**config.mk**
```make
export PLATFORM = sky130hd
export DESIGN_NAME = cfu_requant
export DESIGN_NICKNAME = d
export VERILOG_FILES = /design/src/rtl/cfu_requant_pkg.sv /design/src/rtl/cfu_requant_srdhm.sv /design/src/rtl/cfu_requant.sv
export SDC_FILE = /design/constraint.sdc
export NUM_CORES = 2
export LEC_CHECK = 0
export ABC_AREA = 1
export CORE_ASPECT_RATIO = 1.1
export CORE_MARGIN = 2
export CORE_UTILIZATION = 65
export CTS_CLUSTER_DIAMETER = 200
export CTS_CLUSTER_SIZE = 10
export DETAILED_ROUTE_END_ITERATION = 12
export PLACE_DENSITY = 0.92
export SLEW_MARGIN = 10
export SYNTH_ARGS = -nofsm -noshare
export SYNTH_HDL_FRONTEND = slang
export SYNTH_SLANG_ARGS = --single-unit
```
**constraint.sdc**
```tcl
create_clock -name clk -period 16.6 [get_ports clk]
set_clock_uncertainty 0.15 [all_clocks]
set_input_delay 4.15 -clock clk [delete_from_list [all_inputs] [get_ports clk]]
set_output_delay 4.15 -clock clk [all_outputs]
set_load 0.02 [all_outputs]
```
**src/rtl/cfu_requant_pkg.sv**
```systemverilog
// Shared op codes, FSM state encoding and fixed-point constants for cfu_requant.
package cfu_requant_pkg;

   localparam logic [2:0] OP_SET_BIAS  = 3'd0;
   localparam logic [2:0] OP_SET_MULT  = 3'd1;
   localparam logic [2:0] OP_SET_OUT   = 3'd2;
   localparam logic [2:0] OP_REQUANT   = 3'd3;
   localparam logic [2:0] OP_PACK_PUSH = 3'd4;
   localparam logic [2:0] OP_PACK_CLR  = 3'd5;

   typedef enum logic [2:0] {
      ST_IDLE  = 3'd0,
      ST_BIAS  = 3'd1,
      ST_MUL   = 3'd2,
      ST_SHIFT = 3'd3,
      ST_RESP  = 3'd4
   } state_t;

   localparam logic [7:0] INT8_MIN = 8'h80;
   localparam logic [7:0] INT8_MAX = 8'h7F;

   // Rounding nudges applied to the 64-bit product before the divide by 2^31.
   localparam logic signed [63:0] NUDGE_POS = 64'sh0000_0000_4000_0000;
   localparam logic signed [63:0] NUDGE_NEG = 64'shFFFF_FFFF_C000_0001;

endpackage

```
**src/rtl/cfu_requant_srdhm.sv**
```systemverilog
// Registered saturating rounding doubling high multiply (the MUL stage of cfu_requant).
module requant_srdhm
   import cfu_requant_pkg::*;
(
   input  logic        clk,
   input  logic        reset,
   input  logic        en,
   input  logic [31:0] x,
   input  logic [31:0] mult,
   output logic [31:0] y
);

   logic signed [63:0] x_ext;
   logic signed [63:0] m_ext;
   logic signed [63:0] prod;
   logic signed [63:0] nudged;
   logic signed [63:0] adj;
   logic signed [63:0] quo;
   logic               sat;
   logic               unused_hi;

   assign x_ext  = {{32{x[31]}}, x};
   assign m_ext  = {{32{mult[31]}}, mult};
   assign prod   = x_ext * m_ext;
   assign nudged = prod + (prod[63] ? NUDGE_NEG : NUDGE_POS);
   // Bias negative values up so the arithmetic shift truncates toward zero.
   assign adj    = nudged[63] ? (nudged + 64'sh0000_0000_7FFF_FFFF) : nudged;
   assign quo    = adj >>> 31;
   assign sat    = (x == 32'h8000_0000) && (mult == 32'h8000_0000);

   assign unused_hi = ^quo[63:32];

   always_ff @(posedge clk or negedge reset) begin
      if (!reset) begin
         y <= 32'd0;
      end else if (en) begin
         y <= sat ? 32'h7FFF_FFFF : quo[31:0];
      end
   end

endmodule

```
**src/rtl/cfu_requant.sv**
```systemverilog
// int32 accumulator -> int8 requantiser behind a CFU cmd/rsp handshake, one op in flight.
// Optional REQUANT_PACK_EN adds a 4-byte pack register (ops PACK_PUSH / PACK_CLR).
//
// state    | meaning
// ST_IDLE  | waiting for a command, cmd_ready=1
// ST_BIAS  | add bias, apply left shift
// ST_MUL   | SRDHM multiply registered
// ST_SHIFT | rounding right shift, offset, clamp, load result
// ST_RESP  | rsp_valid=1 until rsp_ready
module cfu_requant
   import cfu_requant_pkg::*;
#(
   parameter int LAT_FIXED = 3
)
(
   input  logic        clk,
   input  logic        reset,
   input  logic        cmd_valid,
   output logic        cmd_ready,
   input  logic [9:0]  cmd_payload_function_id,
   input  logic [31:0] cmd_payload_inputs_0,
   input  logic [31:0] cmd_payload_inputs_1,
   output logic        rsp_valid,
   input  logic        rsp_ready,
   output logic [31:0] rsp_payload_outputs_0
);

   if (LAT_FIXED != 3) begin : g_bad_lat
      $error("cfu_requant: LAT_FIXED must be 3");
   end

   state_t             state;
   logic [31:0]        bias_r;
   logic [31:0]        mult_r;
   logic [31:0]        out_off_r;
   logic [31:0]        x_r;
   logic signed [5:0]  shift_r;
   logic [7:0]         act_min_r;
   logic [7:0]         act_max_r;
`ifdef REQUANT_PACK_EN
   logic [31:0]        pack_r;
   logic               push_r;
`endif

   logic [2:0]         op;
   logic signed [5:0]  shift_in;
   logic signed [5:0]  shift_sat;
   logic [5:0]         neg_shift;
   logic [4:0]         lshift;
   logic [4:0]         rshift;
   logic [31:0]        x_scaled;
   logic [31:0]        srdhm_y;
   logic [31:0]        mask;
   logic [31:0]        rem;
   logic [31:0]        thr;
   logic [31:0]        v_sra;
   logic [31:0]        rdbp;
   logic signed [31:0] y_s;
   logic signed [31:0] min_s;
   logic signed [31:0] max_s;
   logic signed [31:0] y_lo;
   logic signed [31:0] y_cl;
   logic [7:0]         q;
   logic               unused_bits;

   assign op        = cmd_payload_function_id[2:0];
   assign cmd_ready = (state == ST_IDLE);
   assign rsp_valid = (state == ST_RESP);

   // A 6-bit field can carry -32, which is outside the legal shift range.
   assign shift_in  = cmd_payload_inputs_1[5:0];
   assign shift_sat = (shift_in == -6'sd32) ? -6'sd31 : shift_in;

   assign neg_shift = -shift_r;
   assign lshift    = shift_r[5] ? 5'd0 : shift_r[4:0];
   assign rshift    = shift_r[5] ? neg_shift[4:0] : 5'd0;
   assign x_scaled  = (x_r + bias_r) << lshift;

   requant_srdhm u_srdhm (
      .clk   (clk),
      .reset (reset),
      .en    (state == ST_MUL),
      .x     (x_r),
      .mult  (mult_r),
      .y     (srdhm_y)
   );

   assign mask  = (32'd1 << rshift) - 32'd1;
   assign rem   = srdhm_y & mask;
   assign thr   = (mask >> 1) + {31'd0, srdhm_y[31]};
   assign v_sra = $signed(srdhm_y) >>> rshift;
   assign rdbp  = v_sra + {31'd0, (rem > thr)};

   assign y_s   = rdbp + out_off_r;
   assign min_s = {{24{act_min_r[7]}}, act_min_r};
   assign max_s = {{24{act_max_r[7]}}, act_max_r};
   assign y_lo  = (y_s < min_s) ? min_s : y_s;
   assign y_cl  = (y_lo > max_s) ? max_s : y_lo;
   assign q     = y_cl[7:0];

   assign unused_bits = ^{cmd_payload_function_id[9:3], cmd_payload_inputs_1[31:16],
                          neg_shift[5], y_cl[31:8]};

   always_ff @(posedge clk or negedge reset) begin
      if (!reset) begin
         state                 <= ST_IDLE;
         bias_r                <= 32'd0;
         mult_r                <= 32'd0;
         shift_r               <= 6'sd0;
         out_off_r             <= 32'd0;
         act_min_r             <= INT8_MIN;
         act_max_r             <= INT8_MAX;
         x_r                   <= 32'd0;
         rsp_payload_outputs_0 <= 32'd0;
`ifdef REQUANT_PACK_EN
         pack_r                <= 32'd0;
         push_r                <= 1'b0;
`endif
      end else begin
         case (state)
            ST_IDLE: begin
               if (cmd_valid) begin
                  x_r                   <= cmd_payload_inputs_0;
                  rsp_payload_outputs_0 <= 32'd0;
                  state                 <= ST_RESP;
                  case (op)
                     OP_SET_BIAS: bias_r <= cmd_payload_inputs_0;
                     OP_SET_MULT: begin
                        mult_r  <= cmd_payload_inputs_0;
                        shift_r <= shift_sat;
                     end
                     OP_SET_OUT: begin
                        out_off_r <= cmd_payload_inputs_0;
                        act_min_r <= cmd_payload_inputs_1[7:0];
                        act_max_r <= cmd_payload_inputs_1[15:8];
                     end
                     OP_REQUANT: begin
                        state <= ST_BIAS;
`ifdef REQUANT_PACK_EN
                        push_r <= 1'b0;
`endif
                     end
`ifdef REQUANT_PACK_EN
                     OP_PACK_PUSH: begin
                        state  <= ST_BIAS;
                        push_r <= 1'b1;
                     end
                     OP_PACK_CLR: pack_r <= 32'd0;
`endif
                     default: ;
                  endcase
               end
            end
            ST_BIAS: begin
               x_r   <= x_scaled;
               state <= ST_MUL;
            end
            ST_MUL: state <= ST_SHIFT;
            ST_SHIFT: begin
`ifdef REQUANT_PACK_EN
               if (push_r) begin
                  pack_r                <= {q, pack_r[31:8]};
                  rsp_payload_outputs_0 <= {q, pack_r[31:8]};
               end else begin
                  rsp_payload_outputs_0 <= {{24{q[7]}}, q};
               end
`else
               rsp_payload_outputs_0 <= {{24{q[7]}}, q};
`endif
               state <= ST_RESP;
            end
            ST_RESP: begin
               if (rsp_ready) state <= ST_IDLE;
            end
            default: state <= ST_IDLE;
         endcase
      end
   end

endmodule

```
## Word level (Yosys, flattened, before mapping)

Cells that the tools add are included.

- Register bits after elaboration: 217
- Bits of input ports: 78
- Output and inout port bits: 34
- Word-level logic and storage cells: 65

- Add/sub/neg operators: 8
- $mul: 1
- $lt $le $gt $ge: 3
- Equal/unequal tests: 12
- Shift operators: 3
- Multiplexer cells: 16
- Bitwise operators: 1
- Reductions and logical operators: 11

Operator list:

| cell | count |
|---|---|
| $mux 32 | 4 |
| $pmux 32 s2 | 2 |
| $add 32x32->32 | 2 |
| $add 64x64->64 | 1 |
| $eq 32x32->1 const B | 2 |
| $mul 32x32->64 | 1 |
| $mux 64 | 1 |
| $add 63x32->63 const B | 1 |
| $mux 63 | 1 |
| $add 31x1->32 | 1 |
| $add 32x1->32 | 1 |
| $and 32x32->32 | 1 |
| $gt 32x32->1 | 1 |
| $gt 32x8->1 | 1 |
| $lt 32x8->1 | 1 |
| $shl 1x5->32 const A | 1 |
| $shl 32x5->32 | 1 |
| $sshr 32x5->32 | 1 |
| $sub 32x1->32 const B | 1 |
| $pmux 3 s5 | 1 |
| $eq 3x2->1 const B | 4 |
| $mux 5 | 2 |
| $mux 3 | 3 |
| $reduce_and 3->1 | 3 |
| other kinds (12) | 17 |

## Longest topological paths before layout

- Word-level depth: 13
- Gate-level depth with buffers: 77
- Depth with buffers taken out: 75

## Cells and area by module

From an unflattened synthesis, not the netlist that was laid out.

- Cell total of the unflattened synthesis: 9208
- Area, all modules: 63714.9 um^2

Modules (own cells, without submodules):

| module | times used | cells each | area each (um^2) | seq. area each (um^2) |
|---|---|---|---|---|
| requant_srdhm | 1 | 6294 | 45637.5 | 800.8 |
| cfu_requant | 1 | 2914 | 18077.3 | 4038.9 |

## Least setup slack after synthesis

Ideal clock, no wire load.

- Path kind: reg2reg
- Start: reg x_r[18]
- End: reg u_srdhm.y[14]
- Setup time: 0.120 ns
- Arrival time: 11.406 ns
- Data required time: 16.330 ns
- Path slack: 4.924 ns
- Stages on the path, launching flop included: 59
- Path buffers: 2
- Period minus slack after synthesis: 11.676 ns
- Cell sequence: dfrtp_1 -> clkbuf_1 -> clkbuf_1 -> nand2_1 -> fa_1 -> inv_1 -> fa_1 -> fa_1 -> fa_1 -> fa_1 -> inv_1 -> fa_1 -> inv_1 -> fa_1 -> inv_1 -> fa_1 -> inv_1 -> ha_1 -> [... 23 more ...] -> nor2_4 -> nand4_1 -> nor2_2 -> nand2_1 -> nand2_1 -> nand2_1 -> nand2_1 -> nand2_2 -> inv_1 -> nand2_1 -> nand2_2 -> nand2_2 -> nor2_4 -> nand2_1 -> nand2_1 -> nand3_1 -> o21ai_0 -> inv_1

- Cells in the longest elaborated chain, start to end: 6
- Elaborated cells between the ends (all ways): 8
- Those cells by class: 2 x add/sub; 1 x mul; 1 x eq/ne; 3 x mux; 1 x reduce/logical

RTL lines:

| what | RTL line | RTL |
|---|---|---|
| start, declared | cfu_requant.sv:36 | `logic [31:0] x_r;` |
| start signal, assigned | cfu_requant.sv:123 | `x_r <= cmd_payload_inputs_0;` |
| start signal, assigned | cfu_requant.sv:155 | `x_r <= x_scaled;` |
| $mul 32x32->64 | cfu_requant_srdhm.sv:24 | `assign prod = x_ext * m_ext;` |
| $mux 64 | cfu_requant_srdhm.sv:25 | `assign nudged = prod + (prod[63] ? NUDGE_NEG : NUDGE_POS);` |
| $add 64x64->64 | cfu_requant_srdhm.sv:25 |  |
| $add 63x32->63 | cfu_requant_srdhm.sv:27 | `assign adj = nudged[63] ? (nudged + 64'sh0000_0000_7FFF_FFFF) : nudged;` |
| $mux 63 | cfu_requant_srdhm.sv:27 |  |
| $mux 32 * | cfu_requant_srdhm.sv:37 | `y <= sat ? 32'h7FFF_FFFF : quo[31:0];` |
| end signal, assigned | cfu_requant_srdhm.sv:37 |  |
| end, declared | cfu_requant_srdhm.sv:10 | `output logic [31:0] y` |

Mark *: on every way between the ends. The rest lies on a longest branch, timed or not.
A chain may end at the register's enable or synchronous reset.

## Worst setup path after layout

- Start: reg shift_r[0]
- End: reg rsp_payload_outputs_0[30]

- Cells in the longest elaborated chain, start to end: 13
- Elaborated cells between the ends (all ways): 15
- Those cells by class: 5 x add/sub; 3 x order compare; 2 x shift; 4 x mux; 1 x bitwise

RTL lines:

| what | RTL line | RTL |
|---|---|---|
| start, declared | cfu_requant.sv:37 | `logic signed [5:0] shift_r;` |
| start signal, assigned | cfu_requant.sv:130 | `shift_r <= shift_sat;` |
| $neg 5->5 * | cfu_requant.sv:74 | `assign neg_shift = -shift_r;` |
| $mux 5 * | cfu_requant.sv:76 | `assign rshift = shift_r[5] ? neg_shift[4:0] : 5'd0;` |
| $shl 1x5->32 | cfu_requant.sv:88 | `assign mask = (32'd1 << rshift) - 32'd1;` |
| $sub 32x1->32 | cfu_requant.sv:88 |  |
| $add 31x1->32 / $and 32x32->32 (equally long branches) | cfu_requant.sv:90, cfu_requant.sv:89 |  |
| $gt 32x32->1 | cfu_requant.sv:92 | `assign rdbp = v_sra + {31'd0, (rem > thr)};` |
| $add 32x1->32 * | cfu_requant.sv:92 |  |
| $add 32x32->32 * | cfu_requant.sv:94 | `assign y_s = rdbp + out_off_r;` |
| $lt 32x8->1 | cfu_requant.sv:97 | `assign y_lo = (y_s < min_s) ? min_s : y_s;` |
| $mux 32 * | cfu_requant.sv:97 |  |
| $gt 32x8->1 | cfu_requant.sv:98 | `assign y_cl = (y_lo > max_s) ? max_s : y_lo;` |
| $mux 8 * | cfu_requant.sv:98 |  |
| $pmux 32 s2 * | cfu_requant.sv:120 | `case (state)` |
| end signal, assigned | cfu_requant.sv:168 | `rsp_payload_outputs_0 <= {{24{q[7]}}, q};` |
| end, declared | cfu_requant.sv:25 | `output logic [31:0] rsp_payload_outputs_0` |

Marks and branches as above.

==> flow_summary.json <==
{
  "min_period_ps": 14700,
  "yosysWarnings": 0,
  "wl_per_cell_um": 20.6,
  "cts_buffer_depth": 2,
  "synthCells": 8406,
  "drt_iter0_drc": 6321,
  "final_antenna_net_count": 0,
  "via_per_inst": 5.88,
  "endpoint_kind": "flip-flop",
  "synth_edf_count": 0,
  "maxCapViolations": 0,
  "fin_nets": 9785,
  "clk_latency_ps": 470,
  "r2r-start": "shift_r[0]$_DFFE_PN0P_",
  "cts_tree": "yes",
  "core_area_sq_mm": 0.0930,
  "slowest_delay_ps": 600,
  "initial_core_util": 0.658,
  "hold_viol_final": 0,
  "synthTopCellsByArea": "fa_1 36%, nand2_1 14%, inv_1 12%, ha_1 7.7%, dfrtp_1 7.6%",
  "grt_setup_unrepaired": "no",
  "cpMaxStageDelayCell": "a41oi_1",
  "yosys.area.top_type_share": 0.355,
  "maxSlewHeadroom": 0.0895,
  "drtPass1Iterations": 9,
  "final_cell_mix": "2245 x nand2_1, 1967 x inv_1, 1085 x fa_1, 399 x nor2_1, 378 x ha_1",
  "area_growth_pct": 3.72,
  "fmax_mhz": 68.0,
  "cts.repair.resized": 0,
  "yosys.area.top_type": "fa_1",
  "clk_pin_slew_ps": 80,
  "yosysSeqAreaShare": 0.0792,
  "critPathRequiredTime_ps": 16830,
  "min_period_over_period": 0.885,
  "ys_types": 68,
  "vias": 55938,
  "hpwl_um": 159000,
  "crit_path_max_fanout": 34,
  "startpoint": "shift_r[0]$_DFFE_PN0P_",
  "grt_pass1_vias": 57595,
  "ys_ff_latch": 193,
  "rows": 117,
  "setup_viol": 0,
  "grt.total_usage": 0.416,
  "fp.dieH_um": 326,
  "gp_congestion": 1.07,
  "clock_sinks": 193,
  "finalSetupTns_ps": 0,
  "h-tree-depth": 4,
  "clock-root-buffer": "clkbuf_16",
  "grt-ovfl-total": 0,
  "postSynthAreaPerCell_sq_um": 7.27,
  "syn-num-nets": 9947,
  "cts_hold_buf": 0,
  "crit_family": "simple AND/OR/NAND/NOR gates",
  "hold_class": "reg2reg",
  "cp-start-kind": "flip-flop",
  "ys.flop_type": "dfrtp_1",
  "io_pins": 112,
  "die-area_sq_mm": 0.0965,
  "max_slew.worst_pin.slew_ps": 1370,
  "drc": 0,
  "final_common_cell": "nand2_1",
  "die_x_um": 296,
  "syn_area_sq_mm": 0.0611,
  "status": "finished clean",
  "post_cts_buffers": 0,
  "async_flop_share": 1.00,
  "routed_wl_um": 196000,
  "grt_pass1_wl_um": 309000,
  "cts_made_buffers": 17,
  "drv_slew": 0,
  "path_common_cell": "nand2_1",
  "cp_data_arrival_time_ps": 14930,
  "cp_num_buf_inv": 17,
  "holdWs_ps": 330,
  "crit_type": "reg2reg",
  "grt_start_max_net_pins": 116,
  "placement.io_buffers": 88,
  "drive_gt1_frac": 0.0544,
  "worstHoldStart": "rsp_payload_outputs_0[6]$_DFFE_PN0P_",
  "antenna_found_initial": 3
}
==> cell usage after synthesis, drive strengths merged (4+ instances only) <==
master  instances
a22oi          16
nor4           21
o21bai         13
a21o           13
o21ai         349
o22ai          10
a21oi         262
nor2          475
a211oi          6
xor2           94
xnor2          50
inv          2002
a21boi         23
a221oi          8
o221ai          9
mux2           62
nand2        2321
o21a           16
clkinv          4
nand4          98
clkbuf        320
ha            378
nand3         365
fa           1085
dfrtp         185
a31oi          25
o211ai         15
nand3b          8
mux2i           9
dfstp           8
or2            19
a22o            7
nor3           63
buf            42
==> final timing paths <==
path	endpoint	slack, ps	depth (start not counted)
max	rsp_payload_outputs_0[30]$_DFFE_PN0P_	1900	73
min	rsp_payload_outputs_0[6]$_DFFE_PN0P_	330	2
max reg2reg	rsp_payload_outputs_0[30]$_DFFE_PN0P_	1900	73
min reg2reg	rsp_payload_outputs_0[6]$_DFFE_PN0P_	330	2
max in group asynchronous	bias_r[22]$_DFFE_PN0P_	10970	2
min in group asynchronous	rsp_payload_outputs_0[4]$_DFFE_PN0P_	3600	1
==> layout make-up <==
| class | instances | area (sq um) |
|---|---|---|
| Clock buffer | 20 | 467 |
| Tap cell | 1249 | 1560 |
| Inverter | 2006 | 7530 |
| Antenna cell | 2 | 5.00 |
| Fill cell | 7421 | 29500 |
| Timing Repair Buffer | 181 | 1580 |
| Multi-Input combinational cell | 5845 | 47300 |
| Sequential cell | 193 | 4840 |
| Clock inverter | 10 | 110 |
==> worst reg2reg max path: cells and delay by family (launching register included) <==
kind                     cells  cell delay, ps
flip-flops                   1             460
buffers and inverters       17            2520
AO/OA/AOI/OAI               18            3950
XOR/XNOR                     2             290
AND/OR/NAND/NOR             28            4700
adder cells (fa/ha/maj)      8            2550
==> per-stage QoR <==
step / instances / util / instance area (sq um) / setup WS, ps
after floorplan: 8406 / - / 61100 / 4920
after global placement: 9474 / 0.676 / 62800 / 2350
after detailed placement: 9474 / 0.676 / 62800 / 2220
after CTS: 9504 / 0.682 / 63400 / 2180
after global routing: 9504 / 0.682 / 63400 / 689
final: 9506 / 0.682 / 63400 / 1900
==> state kept, by name, indices dropped and copies added, names as in the netlist <==
register / count
act_min_r: 8
act_max_r: 8
rsp_payload_outputs_0: 8
x_r: 32
state: 3
u_srdhm.y: 32
mult_r: 32
shift_r: 6
out_off_r: 32
bias_r: 32
==> routing by layer <==
layer	wire (um)	global-route usage	part of all wire
met2	87300	0.640	0.44
met4	13300	0.232	0.068
met5	26	0	0.00013
met3	24600	0.125	0.13
met1	71100	0.524	0.36
==> cells by family after synthesis <==
group / count (synthesis) / synth area share
AOI/OAI and AO/OA: 787 / 0.0721
buffers and inverters: 2368 / 0.147
muxes: 71 / 0.0129
xor gates and xnor gates: 144 / 0.0212
and+or+nand+nor: 3378 / 0.235
adders and majority gates: 1463 / 0.433
DFF: 193 / 0.0792
other: 2 / 0.000123
Power is left out: the tool's default activity adds up to more than one toggle a clock period on the data nets, which glitch-free logic cannot reach.
